## src/rtl/bsu_pkg.sv

```systemverilog
// Shared types and constants for the beam-update controller.
package bsu_pkg;

  typedef enum logic [2:0] {
    StIdle,
    StLookup,
    StShift,
    StLatch,
    StDone
  } bsu_state_e;

  localparam logic [4:0] FreqCode0 = 5'd6;
  localparam logic [4:0] FreqCode1 = 5'd10;
  localparam logic [4:0] FreqCode2 = 5'd14;
  localparam logic [4:0] FreqCode3 = 5'd18;

  localparam int unsigned PhWDef   = 5;
  localparam int unsigned NElemDef = 5;

  function automatic logic freq_legal(input logic [4:0] f);
    return (f == FreqCode0) || (f == FreqCode1) || (f == FreqCode2) || (f == FreqCode3);
  endfunction

endpackage

```

## src/rtl/bsu_ser_tx.sv

```systemverilog
// Serial transmitter to the phase-shifter chain: sclk divider plus MSB-first
// parallel-load shift register.
module bsu_ser_tx #(
  parameter int unsigned WIDTH   = 25,
  parameter int unsigned CLK_DIV = 4
) (
  input  logic             sys_clk,
  input  logic             rst,
  input  logic             load,
  input  logic [WIDTH-1:0] load_data,
  input  logic             start,
  output logic             busy,
  output logic             sclk,
  output logic             sdata
);

  localparam int unsigned BW = (WIDTH > 1) ? $clog2(WIDTH) : 1;
  localparam int unsigned DW = (CLK_DIV > 1) ? $clog2(CLK_DIV) : 1;
  localparam logic [BW-1:0] BitLast = BW'(WIDTH - 1);
  localparam logic [DW-1:0] DivLast = DW'(CLK_DIV - 1);

  logic [WIDTH-1:0] shreg_q, shreg_d;
  logic [BW-1:0]    bit_cnt_q, bit_cnt_d;
  logic [DW-1:0]    div_cnt_q, div_cnt_d;
  logic             run_q, run_d;
  logic             high_q, high_d;
  logic             phase_end;
  logic             last;

  always_comb begin
    phase_end = run_q && (div_cnt_q == DivLast);
    // Final cycle of the high phase of the last bit; counters never wrap past it.
    last      = phase_end && high_q && (bit_cnt_q == BitLast);

    shreg_d   = shreg_q;
    bit_cnt_d = bit_cnt_q;
    div_cnt_d = div_cnt_q;
    run_d     = run_q;
    high_d    = high_q;

    if (start) begin
      run_d     = 1'b1;
      high_d    = 1'b0;
      div_cnt_d = '0;
      bit_cnt_d = '0;
    end else if (run_q) begin
      if (!phase_end) begin
        div_cnt_d = div_cnt_q + 1'b1;
      end else begin
        div_cnt_d = '0;
        if (!high_q) begin
          high_d = 1'b1;
        end else if (last) begin
          run_d  = 1'b0;
          high_d = 1'b0;
        end else begin
          // Next bit appears at the start of the low phase.
          high_d    = 1'b0;
          bit_cnt_d = bit_cnt_q + 1'b1;
          shreg_d   = {shreg_q[WIDTH-2:0], 1'b0};
        end
      end
    end

    if (load) begin
      shreg_d = load_data;
    end
  end

  always_ff @(posedge sys_clk) begin
    if (rst) begin
      shreg_q   <= '0;
      bit_cnt_q <= '0;
      div_cnt_q <= '0;
      run_q     <= 1'b0;
      high_q    <= 1'b0;
    end else begin
      shreg_q   <= shreg_d;
      bit_cnt_q <= bit_cnt_d;
      div_cnt_q <= div_cnt_d;
      run_q     <= run_d;
      high_q    <= high_d;
    end
  end

  assign busy  = run_q && !last;
  assign sclk  = high_q;
  assign sdata = shreg_q[WIDTH-1];

endmodule

```

## src/rtl/bsu_beam_ctrl.sv

```systemverilog
// Beam-update controller: accepts a beam command, sequences the phase LUT bank,
// shifts the element phase words out and pulses the latch enable.
module bsu_beam_ctrl
  import bsu_pkg::*;
#(
  parameter int unsigned N_ELEM  = NElemDef,
  parameter int unsigned PH_W    = PhWDef,
  parameter int unsigned LUT_LAT = 1,
  parameter int unsigned CLK_DIV = 4,
  parameter int unsigned LE_CYC  = 2
) (
  input  logic            sys_clk,
  input  logic            rst,
  input  logic            cmd_valid,
  output logic            cmd_ready,
  input  logic [4:0]      cmd_fvalue,
  input  logic [3:0]      cmd_tvalue,
  input  logic [1:0]      cmd_pivalue,
  output logic            flagf,
  output logic [4:0]      fvalue,
  output logic [3:0]      tvalue,
  output logic [1:0]      pivalue,
  input  logic [PH_W-1:0] eout1,
  input  logic [PH_W-1:0] eout2,
  input  logic [PH_W-1:0] eout3,
  input  logic [PH_W-1:0] eout4,
  input  logic [PH_W-1:0] eout5,
  output logic            ps_sclk,
  output logic            ps_sdata,
  output logic            ps_le,
  output logic            busy,
  output logic            done,
  output logic            err
);

  localparam int unsigned TotBits = N_ELEM * PH_W;
  localparam int unsigned LW = (LUT_LAT > 0) ? $clog2(LUT_LAT + 1) : 1;
  localparam int unsigned EW = (LE_CYC > 1) ? $clog2(LE_CYC) : 1;
  localparam logic [LW-1:0] LutLast = LW'(LUT_LAT);
  localparam logic [EW-1:0] LeLast  = EW'(LE_CYC - 1);

  bsu_state_e       state_q, state_d;
  logic [LW-1:0]    lut_cnt_q, lut_cnt_d;
  logic [EW-1:0]    le_cnt_q, le_cnt_d;
  logic [4:0]       fvalue_q, fvalue_d;
  logic [3:0]       tvalue_q, tvalue_d;
  logic [1:0]       pivalue_q, pivalue_d;
  logic             err_q, err_d;

  logic               tx_load;
  logic               tx_start;
  logic               tx_busy;
  logic [TotBits-1:0] tx_data;

  assign tx_data = {eout1, eout2, eout3, eout4, eout5};

  always_comb begin
    state_d   = state_q;
    lut_cnt_d = lut_cnt_q;
    le_cnt_d  = le_cnt_q;
    fvalue_d  = fvalue_q;
    tvalue_d  = tvalue_q;
    pivalue_d = pivalue_q;
    err_d     = 1'b0;
    tx_load   = 1'b0;
    tx_start  = 1'b0;

    unique case (state_q)
      StIdle: begin
        if (cmd_valid) begin
          if (freq_legal(cmd_fvalue)) begin
            fvalue_d  = cmd_fvalue;
            tvalue_d  = cmd_tvalue;
            pivalue_d = cmd_pivalue;
            lut_cnt_d = '0;
            state_d   = StLookup;
          end else begin
            // Rejected command leaves the LUT inputs untouched.
            err_d = 1'b1;
          end
        end
      end
      StLookup: begin
        if (lut_cnt_q == LutLast) begin
          tx_load  = 1'b1;
          tx_start = 1'b1;
          state_d  = StShift;
        end else begin
          lut_cnt_d = lut_cnt_q + 1'b1;
        end
      end
      StShift: begin
        if (!tx_busy) begin
          le_cnt_d = '0;
          state_d  = StLatch;
        end
      end
      StLatch: begin
        if (le_cnt_q == LeLast) begin
          state_d = StDone;
        end else begin
          le_cnt_d = le_cnt_q + 1'b1;
        end
      end
      StDone: begin
        state_d = StIdle;
      end
      default: begin
        state_d = StIdle;
      end
    endcase
  end

  always_ff @(posedge sys_clk) begin
    if (rst) begin
      state_q   <= StIdle;
      lut_cnt_q <= '0;
      le_cnt_q  <= '0;
      fvalue_q  <= '0;
      tvalue_q  <= '0;
      pivalue_q <= '0;
      err_q     <= 1'b0;
    end else begin
      state_q   <= state_d;
      lut_cnt_q <= lut_cnt_d;
      le_cnt_q  <= le_cnt_d;
      fvalue_q  <= fvalue_d;
      tvalue_q  <= tvalue_d;
      pivalue_q <= pivalue_d;
      err_q     <= err_d;
    end
  end

  bsu_ser_tx #(
    .WIDTH  (TotBits),
    .CLK_DIV(CLK_DIV)
  ) u_ser_tx (
    .sys_clk  (sys_clk),
    .rst      (rst),
    .load     (tx_load),
    .load_data(tx_data),
    .start    (tx_start),
    .busy     (tx_busy),
    .sclk     (ps_sclk),
    .sdata    (ps_sdata)
  );

  assign cmd_ready = (state_q == StIdle);
  assign flagf     = (state_q == StLookup);
  assign busy      = (state_q == StLookup) || (state_q == StShift) || (state_q == StLatch);
  assign ps_le     = (state_q == StLatch);
  assign done      = (state_q == StDone);
  assign err       = err_q;
  assign fvalue    = fvalue_q;
  assign tvalue    = tvalue_q;
  assign pivalue   = pivalue_q;

endmodule

```

## config.mk

```make
export PLATFORM = sky130hd
export DESIGN_NAME = bsu_beam_ctrl
export DESIGN_NICKNAME = d
export VERILOG_FILES = /design/src/rtl/bsu_pkg.sv /design/src/rtl/bsu_ser_tx.sv /design/src/rtl/bsu_beam_ctrl.sv
export SDC_FILE = /design/constraint.sdc
export NUM_CORES = 1
export LEC_CHECK = 0
export ABC_AREA = 0
export BUFFER_PORTS_ARGS = -buffer_cell sky130_fd_sc_hd__buf_4
export CAP_MARGIN = 20
export CELL_PAD_IN_SITES_DETAIL_PLACEMENT = 0
export CELL_PAD_IN_SITES_GLOBAL_PLACEMENT = 1
export CORE_MARGIN = 3
export CORE_UTILIZATION = 32
export CTS_BUF_LIST = sky130_fd_sc_hd__clkbuf_8
export DETAILED_ROUTE_END_ITERATION = 8
export PLACE_DENSITY_LB_ADDON = 0.1
export SYNTH_ARGS = -nofsm -noshare
export SYNTH_HDL_FRONTEND = slang
export SYNTH_SLANG_ARGS = --single-unit
```

## constraint.sdc

```tcl
create_clock -name sys_clk -period 2.3 [get_ports sys_clk]
set_input_delay 0.115 -clock sys_clk [delete_from_list [all_inputs] [get_ports sys_clk]]
set_output_delay 0.115 -clock sys_clk [all_outputs]
set_load 0.01 [all_outputs]
```

After elaboration in Yosys (flattened, before gate mapping)

Cells that the tools add are included.

Multiplexer cells: 28
Eq/ne operators: 16
Bitwise gates (word level): 3
Add/sub/neg operators: 4
Reductions and logical operators: 25

Operators with widths:

| operator                                       | number |
|---|---|
| two-way mux 25 bit                             | 5 |
| two-way mux 3 bit                              | 5 |
| two-way mux 1 bit                              | 14 |
| case mux 3 bit (4 select lines)                | 1 |
| == test 5 x 4 -> 1 bit (second input constant) | 2 |
| == test 5 bit (second input constant)          | 2 |
| nonzero test 2 bit                             | 5 |
| AND reduction 4 bit                            | 2 |
| == test 3 x 2 -> 1 bit (second input constant) | 2 |
| != test 2 x 1 -> 1 bit (second input constant) | 3 |
| != test 2 bit (second input constant)          | 3 |
| AND reduction 3 bit                            | 2 |
| adder 5 x 1 -> 5 bit (second input constant)   | 1 |
| == test 5 x 3 -> 1 bit (second input constant) | 1 |
| logical OR 1 bit                               | 5 |
| AND reduction 5 bit                            | 1 |
| logical AND 1 bit                              | 4 |
| case mux 1 bit (2 select lines)                | 2 |
| AND reduction 2 bit                            | 2 |
| == test 3 x 1 -> 1 bit (second input constant) | 1 |
| == test 3 bit (second input constant)          | 1 |
| zero test 3 bit                                | 1 |
| inverter 1 bit                                 | 3 |
| OR reduction 3 bit                             | 1 |
| 6 further kinds                                | 7 |

Flip-flop bits (word level): 51
Output and inout bits: 19

Depth between registers and ports, before layout

Depth in word-level cells: 9
Gate-level depth with buffers: 8

Hierarchy

A second synthesis with hierarchy kept.

Cell total of the unflattened synthesis: 282
Area, all modules: 2,722.6 um2

Modules (own cells, without submodules):

| module        | times used | area each (um2) | cells an instance | sequential area each (um2) |
|---|---|---|---|---|
| bsu_ser_tx    | 1          | 1,871.8         | 192               | 680.7 |
| bsu_beam_ctrl | 1          | 850.8           | 90                | 340.3 |

Worst setup path before layout

Ideal clock, no wire load.

Path kind: reg-to-reg
From: register state_q[1]
To: register fvalue_q[2], in the netlist fvalue[2]
Setup time: 128 ps
Clock period less this slack: 1,844 ps
Stages on the path, launching flop included: 7
Slack: 456 ps
Buffers on the path: 2
Data required time: 2,172 ps
Data arrival time: 1,716 ps
Cell sequence: dfxtp_1 buf_6 or4b_4 nor4b_4 buf_6 mux2i_1 nor2_1

Word-level cells in the longest chain between the ends: 2

RTL lines:

| what                          | line                 | source |
|---|---|---|
| start: declaration            | bsu_beam_ctrl.sv:42  | `bsu_state_e state_q, state_d;` |
| start signal: assignment      | bsu_beam_ctrl.sv:116 | `state_q <= StIdle;` |
| start signal: assignment      | bsu_beam_ctrl.sv:124 | `state_q <= state_d;` |
| zero test 3 bit               | bsu_beam_ctrl.sv:68  | `unique case (state_q)` |
| AND reduction 3 bit (no line) | -                    |  |
| end signal: assignment        | bsu_beam_ctrl.sv:127 | `fvalue_q <= fvalue_d;` |
| end: declaration              | bsu_beam_ctrl.sv:45  | `logic [4:0] fvalue_q, fvalue_d;` |

No other way between the ends.
A chain may end at the register's enable or synchronous reset.

Final worst setup path

From: register state_q[2]
To: register fvalue_q[4], in the netlist fvalue[4]

The elaborated chain is that of the path after synthesis.

==> impl_metrics.csv <==
group,metric,value,unit
run_status,status,"complete, no violations",
sta,slew_headroom,69.2,%
worst_setup_path,end_kind,"flip-flop",
power,switching_power,349,uW
power,comb_power_share,7.1,%
clocking,clk_latency,0.30,ns
yosys,synth_cell_types,32,
cells_and_area,fin_area,2800,um^2
floorplanning,dieHeight,88.3,um
global_route,grt_pass1_vias,1616,
yosys,syn_avg_cell_area,9.64,um^2
global_route,grt_usage,12.4,%
drt,vias_per_cell,4.79,
cells_and_area,areaGrowthSynthToFinish,29.1,%
sta,rsz0062_at_grt,"false",
global_route,grt_overflow,0,
sta,finClkSkew,0.00394,ns
power,powerDensity,622,nW/um^2
power,sw_frac_of_total,20.0,%
drt,wl_per_cell,12.7,um
worst_setup_path,r2r-end,"fvalue[4]",
sta,fmax,0.530,GHz
placement,dpl_cell_area,2670,um^2
floorplanning,die_area,7800,um^2
worst_setup_path,rr_worst_depth,5,
placement,gp_congestion,0.673,
global_route,grt_max_degree,50,
placement,numPlacedInstances,348,
sta,period_minus_slack,1.89,ns
floorplanning,ios,58,
global_route,grt_pass1_wl,7600,um
floorplanning,core_area,6460,um^2
clocking,cts-htree-levels,2,
worst_setup_path,timing.critical_path.from_type,"flip-flop",
worst_setup_path,r2r_start,"state_q[2]",
sta,final-hold-violation-count,0,
power,p_leak,0.00110,uW
sta,hold_slack,0.0467,ns
power,clkPwrFrac,41.3,%
clocking,ctsResizeCount,0,
placement,place_hpwl,3020,um
clocking,clkTransAtPathRegs,0.09,ns
cells_and_area,finish.utilization,43.4,%
yosys,synth_warnings,0,
clocking,cts_tree,"done",
clocking,cts.sinks,51,
drt,routed_wl,4540,um
cells_and_area,fin_cells,356,
drt,ant_nets,0,
floorplanning,start_util,33.6,%
drt,num_vias,1704,
sta,final-max-slew-violation-count,0,
floorplanning,fp-row-count,29,
drt,drt_iter0_markers,59,
cells_and_area,antenna_cells,0,
placement,placement.io_buffers,57,
drt,drc_errors,0,
yosys,yosysSeqAreaShare,47.1,%
sta,finalSetupTns,0,ns
yosys,syn_nets,267,
worst_setup_path,cp_max_fo,9,
floorplanning,die_w,88.3,um
worst_setup_path,path_class,"reg2reg",
clocking,clockRootBuffer,"clkbuf_8",
clocking,cts_made_buffers,5,
power,internal_power,1390,uW
clocking,cts_buffer_depth,2,
global_route,antenna_found_initial,0,
power,seqPwrFrac,51.6,%
sta,period_share,82.0,%
yosys,synthCells,225,
flow_run,drv_cap,0,
worst_setup_path,cp-endpoint,"fvalue[4]",
worst_setup_path,crit_required,2.48,ns
cells_and_area,nets,320,
power,peakVddDrop,0.397,mV
yosys,synthesis.area,2170,um^2
clocking,cts_setup_buffers,0,
cells_and_area,fill_cells,656,
worst_setup_path,r2r_slack,0.41,ns
worst_setup_path,startpoint,"state_q[2]",
worst_hold_path,hold_class,"in2reg",
sta,setup_violations,0,
sta,worst_pin_slew,0.462,ns
drt,firstDrtPassIters,4,
yosys,yosys_register_bits,51,
clocking,holdBufCountCts,0,
cells_and_area,drive_above_1_share,25.1,%
worst_setup_path,worst_ep_arrival_time,2.06,ns
[area by class of cell]
type	instances	area [um^2]	area share (%)
Sequential cell	51	1020	36.4
Multi-Input combinational cell	156	1060	37.7
Inverter	3	11.3	0.402
Clock buffer	5	68.8	2.46
Timing Repair Buffer	61	483	17.2
Clock inverter	3	63.8	2.28
Tap cell	77	96.3	3.44
[registers in the layout, indices dropped and copies added (netlist names), 2 cells and up]
name / flops
u_ser_tx.div_cnt_q: 2
u_ser_tx.bit_cnt_q: 5
u_ser_tx.shreg_q: 25
fvalue: 5
state_q: 3
tvalue: 4
pivalue: 2
[worst min-delay path by stage]
stage	startpoint	end	slack, ns	cells past startpoint
6_report	cmd_tvalue[1]	tvalue[1]	0.05	3
5_1_grt	cmd_tvalue[0]	tvalue[0]	0.03	3
4_1_cts	cmd_tvalue[1]	tvalue[1]	0.04	3
3_5_place_dp	cmd_pivalue[0]	pivalue[0]	0.36	3
3_3_place_gp	cmd_pivalue[1]	pivalue[1]	0.35	3
2_1_floorplan	cmd_fvalue[2]	fvalue[2]	0.26	2
[logic make-up (layout without fill, tap and decap cells)]
kind of cell / Yosys count / after routing / synth area share (%)
AND/OR/NAND/NOR: 77 / 77 / 17.3
buffers and inverters: 18 / 72 / 4.21
adder cells (fa/ha/maj): 3 / 3 / 1.73
XOR/XNOR: 5 / 5 / 2.02
flip-flops: 51 / 51 / 47.1
multiplexers: 35 / 35 / 16.1
AO/OA/AOI/OAI: 36 / 36 / 11.5
[worst max-delay path: stages (launching register included)]
cell,delay (ns)
dfxtp_1,0.37
or4b_4,0.58
nor4b_4,0.31
buf_4,0.24
mux2i_1,0.21
nor2_1,0.06
[synth_stat cells]
library cell  count  area (um^2)
a211oi_1         24          180
a21oi_1           7         35.0
a22oi_1           1         7.51
and2_1            3         18.8
and2b_1           1         7.51
and3_1            2         12.5
buf_1             3         11.3
buf_2             1         5.00
buf_4             2         15.0
buf_6             2         22.5
clkbuf_1          7         26.3
dfxtp_1          51         1020
ha_1              3         37.5
inv_1             3         11.3
mux2i_1          35          350
nand2_1           5         18.8
nand2b_1          1         6.26
nand3_1           3         15.0
nand3b_1          1         7.51
nand4_1           2         12.5
nand4b_1          1         8.76
nor2_1           47          176
nor2b_1           3         18.8
nor3_1            4         20.0
nor3b_1           2         15.0
nor4b_4           1         23.8
o211a_1           1         10.0
o21a_1            1         7.51
o21ai_0           2         10.0
or4b_4            1         13.8
xnor2_1           1         8.76
xor2_1            4         35.0
[per-stage QoR]
| stage | worst slack (ns) | power [uW] |
|---|---|---|
| after floorplan | 0.456 | 970 |
| after global placement | 0.475 | 1050 |
| after detailed placement | 0.434 | 1050 |
| after CTS | 0.424 | 1770 |
| after global routing | 0.345 | 1820 |
| final | 0.414 | 1740 |
[per-layer routing]
metal	vias up	share of wire (%)	global-route usage (%)
li1	893	-	-
met1	770	52	17.6
met2	36	42	17.5
met3	5	5.1	3.91
met4	0	1.2	4.95
met5	-	0	0
[placed cells by master (no fill, tap or decap), types with 2 or more instances in the layout]
cell       instances
buf_4             59
dfxtp_1           51
nor2_1            47
mux2i_1           35
a211oi_1          24
a21oi_1            7
nand2_1            5
clkbuf_8           5
inv_1              4
nor3_1             4
xor2_1             4
and2_1             3
nor2b_1            3
nand3_1            3
ha_1               3
o21ai_0            2
nor3b_1            2
and3_1             2
nand4_1            2
bufinv_16          2
buf_12             2
[power groups by stage]
stage,clock (uW),sequential [uW],combinational (uW)
floorplan,0,922,48.2
global placement,0,920,125
detailed placement,0,920,126
CTS,742,900,126
global route,784,902,135
finish,720,900,124
Power figures use the tool's default switching activity.
